$ cat src/rtl/reg_writeback.sv
// Register file write-side controller: arbitrates ALU results against in-order
// load completions, tracks outstanding load tags and exports a busy vector.
module reg_writeback #(
  parameter int DEPTH = 2
) (
  input  logic        i_clk,
  input  logic        i_rst,
  input  logic        i_ce,
  input  logic        i_alu_valid,
  input  logic [3:0]  i_alu_rd,
  input  logic [15:0] i_alu_data,
  output logic        o_alu_ready,
  input  logic        i_ld_issue,
  input  logic [3:0]  i_ld_rd,
  output logic        o_ld_ready,
  input  logic        i_ld_valid,
  input  logic [15:0] i_ld_data,
  output logic        o_we,
  output logic [3:0]  o_w_addr,
  output logic [15:0] o_w_data,
  output logic [15:0] o_busy,
  output logic        o_err
);

  localparam int PW = (DEPTH > 1) ? $clog2(DEPTH) : 1;
  localparam int CW = $clog2(DEPTH + 1);

  logic [3:0]    tags [DEPTH];
  logic [PW-1:0] rptr, wptr;
  logic [CW-1:0] count;
  logic          issue, resp, pop, alu_acc;
  logic          wr_en;
  logic [3:0]    wr_addr, head;
  logic [15:0]   wr_data;

  function automatic logic [PW-1:0] inc(input logic [PW-1:0] p);
    return (p == PW'(DEPTH - 1)) ? '0 : p + 1'b1;
  endfunction

  assign o_ld_ready  = i_ce && (count < CW'(DEPTH));
  assign o_alu_ready = i_ce && !i_ld_valid;
  assign issue       = i_ld_issue && o_ld_ready;
  assign resp        = i_ce && i_ld_valid;
  assign pop         = resp && (count != '0);
  assign alu_acc     = i_alu_valid && o_alu_ready;
  assign head        = tags[rptr];

  // Load responses win; writes to R0 complete the handshake but never assert we.
  always_comb begin
    wr_en   = 1'b0;
    wr_addr = i_alu_rd;
    wr_data = i_alu_data;
    if (pop) begin
      wr_en   = (head != 4'd0);
      wr_addr = head;
      wr_data = i_ld_data;
    end else if (alu_acc) begin
      wr_en = (i_alu_rd != 4'd0);
    end
  end

  always_ff @(posedge i_clk) begin
    if (i_rst) begin
      rptr     <= '0;
      wptr     <= '0;
      count    <= '0;
      o_we     <= 1'b0;
      o_w_addr <= '0;
      o_w_data <= '0;
      o_err    <= 1'b0;
    end else if (i_ce) begin
      o_we <= wr_en;
      if (wr_en) begin
        o_w_addr <= wr_addr;
        o_w_data <= wr_data;
      end
      if (resp && (count == '0)) o_err <= 1'b1;
      if (pop)   rptr <= inc(rptr);
      if (issue) wptr <= inc(wptr);
      if (issue && !pop)      count <= count + 1'b1;
      else if (!issue && pop) count <= count - 1'b1;
    end
  end

  // Tag storage needs no reset: validity comes from count and rptr.
  always_ff @(posedge i_clk) begin
    if (issue) tags[wptr] <= i_ld_rd;
  end

  always_comb begin
    logic [PW-1:0] idx;
    o_busy = '0;
    idx    = '0;
    for (int k = 0; k < DEPTH; k++) begin
      idx = PW'((int'(rptr) + k) % DEPTH);
      if (k < int'(count)) o_busy[tags[idx]] = 1'b1;
    end
    o_busy[0] = 1'b0;
  end

endmodule

$ cat config.mk
export PLATFORM = sky130hd
export DESIGN_NAME = reg_writeback
export DESIGN_NICKNAME = d
export VERILOG_FILES = /design/src/rtl/reg_writeback.sv
export SDC_FILE = /design/constraint.sdc
export NUM_CORES = 1
export LEC_CHECK = 0
export CAP_MARGIN = 20
export CORE_ASPECT_RATIO = 0.8
export CORE_MARGIN = 2
export CORE_UTILIZATION = 40
export DETAILED_ROUTE_END_ITERATION = 16
export PLACE_DENSITY = 0.77
export SYNTH_ARGS = -nofsm -noshare
export SYNTH_HDL_FRONTEND = slang
export SYNTH_SLANG_ARGS = --single-unit
$ cat constraint.sdc
create_clock -name i_clk -period 1.9 [get_ports i_clk]
set_input_delay 0.19 -clock i_clk [delete_from_list [all_inputs] [get_ports i_clk]]
set_output_delay 0.19 -clock i_clk [all_outputs]
set_load 0.02 [all_outputs]
==> metrics.md <==
| Metric | Value |
|---|---|
| Initial antenna violation count | `0` |
| First-pass DRT Iterations | `4` |
| Crit Path Class | `flip-flop to primary output` |
| Die extent in y | `between 70 and 80 um` |
| Met3 usage | `between 5 and 6%` |
| Total wire length | `around 7.4 mm` |
| Total number of vias | `roughly 2.5k` |
| Final Skew | `between 8 and 9 ps` |
| Antenna Violating Nets Remaining | `0` |
| Number of synthesized flops with an enable pin | `8` |
| Main synth FF type | `dfxtp_1` |
| Most Crowded Layer GR | `met2` |
| Overflow after GRT | `0` |
| Reg2reg path depth | `10` |
| Placer Congestion | `just over 0.9` |
| Fin Hold WS | `about 480 ps` |
| Synth Cell Area | `~2200 um^2` |
| Global Route met1 Usage | `32.7%` |
| Synth warn | `0` |
| Max-slew violations | `0` |
| HP Class | `input pin to flip-flop` |
| CP Launch Type | `flip-flop` |
| Post-Syn Nets | `~320` |
| Initial core utilization | `around two fifths` |
| Vias/cell | `5.68` |
| Final net count | `429` |
| PwrDens | `553 nW/um^2` |
| CTS Sinks | `35` |
| ANT cells | `0` |
| Layout cells sized above 1 | `29.9%` |
| Final min period | `about 2000 ps` |
| Number of distinct library cells after synthesis | `40` |
| IO Pins | `86` |
| Worst setup EP type | `primary output` |
| Cell taking the most area after synthesis | `dfxtp_1` |
| TritonCTS Buffers | `5` |
| Detailed placement HPWL | `approximately 5 mm` |
| First-pass GRT wire length | `11.1 mm` |
| RSZ-0062 raised after global routing | `yes` |
| Rows | `24` |
| Worst VDD drop | `roughly 0.39 mV` |
| Grt met2 use | `roughly 34%` |
| Syn Area/Cell | `8.21 um^2` |
| Commonest non-fill, non-tap cells in the layout | `67 x clkdlybuf4s50_1, 49 x buf_4, 23 x dfxtp_1` |
| IO Port Bufs | `84` |
| Core area | `approximately 5400 um^2` |
| Pin count of the biggest net entering global routing | `38` |
| Worst EP required | `1710 ps` |
| Wire per inst | `roughly 17 um` |
| Total GRT Usage | `a little under a quarter` |
| Max Fclk | `roughly 500 MHz` |
| Clock buffer depth | `2` |
| Hold_buf cts | `0` |
| Clk slew on worst S/H paths | `about 80 ps` |
| Slew HR | `around 66%` |
| Die X | `a little under 90 um` |
| Period utilization | `104%` |
| Sequential-to-total area share from yosys stat | `between 30 and 40%` |
| Yosys top cell area share | `between 20 and 25%` |
| Final WS setup | `-84.2 ps` |
| Total power | `between 1500 and 2000 uW` |
| Min-Delay Path Depth | `1` |
| Total leakage power | `around 0.0013 uW` |
| Synthesis-to-layout area growth | `62.2%` |
| Final design utilization | `approximately two thirds` |
| Die area | `a little over 6000 um^2` |
| Worst-margin pin slew | `roughly 510 ps` |
| Vias in the first global route | `roughly 2.3k` |
| Arrival @ worst endpoint | `between 1500 and 2000 ps` |
| Failing checks | `negative setup slack` |
| Number of max-cap violations | `0` |
| Final Hold Vio Count | `0` |
| DRC errors left | `0` |
| Synth Instances | `~270` |
| Commonest non-fill, non-tap cell in the layout | `clkdlybuf4s50_1` |
| CTS tree | `built` |
| Async set or reset register ratio after synthesis | `0%` |
| Status | `complete, but fails checks` |
| Critical Path Fanout Max | `4` |
| Finish-stage setup viols | `7` |
| Number of DRC markers in iteration 0 | `between 100 and 150` |
| Layout fillers | `443` |
| Clock Latency Late Sink | `around 290 ps` |
| #FFs+latches synth | `35` |
| H-tree levels | `2` |
| Cell types occupying the most area after synthesis | `dfxtp_1 24%, edfxtp_1 11%, a21boi_2 8.2%` |
| CTS root buf | `clkbuf_8` |
==> stage by stage <==
| step | cells | setup TNS (ps) | setup WS [ps] | area [um^2] |
|---|---|---|---|---|
| 3_5_place_dp | 435 | -3090 | -203 | 3340 |
| 6_report | 446 | -176 | -84.2 | 3580 |
| 5_1_grt | 446 | -655 | -115 | 3580 |
| 4_1_cts | 445 | -53.0 | -14.2 | 3430 |
| 3_3_place_gp | 435 | -2070 | -131 | 3340 |
| 2_1_floorplan | 269 | 0 | 28.4 | 2220 |
==> layout make-up <==
cell class	instances	area (um^2)	share of cell area, %
clock buffer	5	68.8	1.92
clock inverter	3	23.8	0.664
inverter	9	33.8	0.943
multi-input combinational	203	1430	40.0
sequential	35	786	21.9
tap	65	81.3	2.27
timing repair buffer	126	1160	32.3
==> synthesized netlist by cell type (all sizes together), types with 3 or more instances <==
cell type,number
inv,9
nand2,24
nor3b,4
and3,17
a31oi,24
ha,3
buf,15
mux2i,5
nand3,17
nor3,4
a21oi,10
clkbuf,7
a21boi,16
nand2b,3
o21ai,16
o22ai,16
dfxtp,27
edfxtp,8
or3,3
nor2,18
nor2b,3
o211ai,4
==> cell families after synthesis <==
kind of cell,count (synthesis),share of synthesized area (%)
AOI/OAI and AO/OA,92,29.2
xor gates and xnor gates,4,1.59
adders and majority gates,3,1.70
buffers and inverters,31,6.91
DFF,35,35.4
muxes,5,2.27
other,1,0.170
and+or+nand+nor,98,22.8
==> registers in the layout, summed over array words and instances, names as in the netlist, named ones only <==
register,count
o_w_addr,4
o_we,1
rptr,1
o_w_data,16
o_err,1
count,2
wptr,1
tags,8
==> power by group <==
group	internal (uW)	switching (uW)
clock network	262	300
registers	806	34.4
logic	306	273
total	1370	608
==> routing by layer <==
metal  vias up  routed length [um]
li1       1213                   -
met1      1218                3420
met2        89                3440
met3        12                 397
met4         0                 106
met5         -                   0
==> timing repair <==
| action | CTS | global route |
|---|---|---|
| resized for setup | 73 | 40 |
| pin swaps | 2 | 7 |
| buffers inserted | 2 | 1 |
| setup endpoints to repair | 34 | 33 |
==> critical path, stage by stage (launching register included) <==
cell      delay, ps
edfxtp_1        460
inv_2            60
or3_1           350
a21o_1          230
o22ai_1         210
buf_4           180
==> final timing paths <==
check | from | to | slack, ps
worst min register to register | o_w_addr[3]$_SDFFE_PP0P_ | o_w_addr[3]$_SDFFE_PP0P_ | 490
worst max register to register | count[0]$_SDFFE_PP0P_ | count[1]$_SDFFE_PP0P_ | 140
worst max-delay path | tags[0][2]$_DFFE_PP_ | o_busy[12] | -80
worst min-delay path | i_ld_rd[1] | tags[0][1]$_DFFE_PP_ | 480
Note: power is estimated with default switching activity, not from simulation.
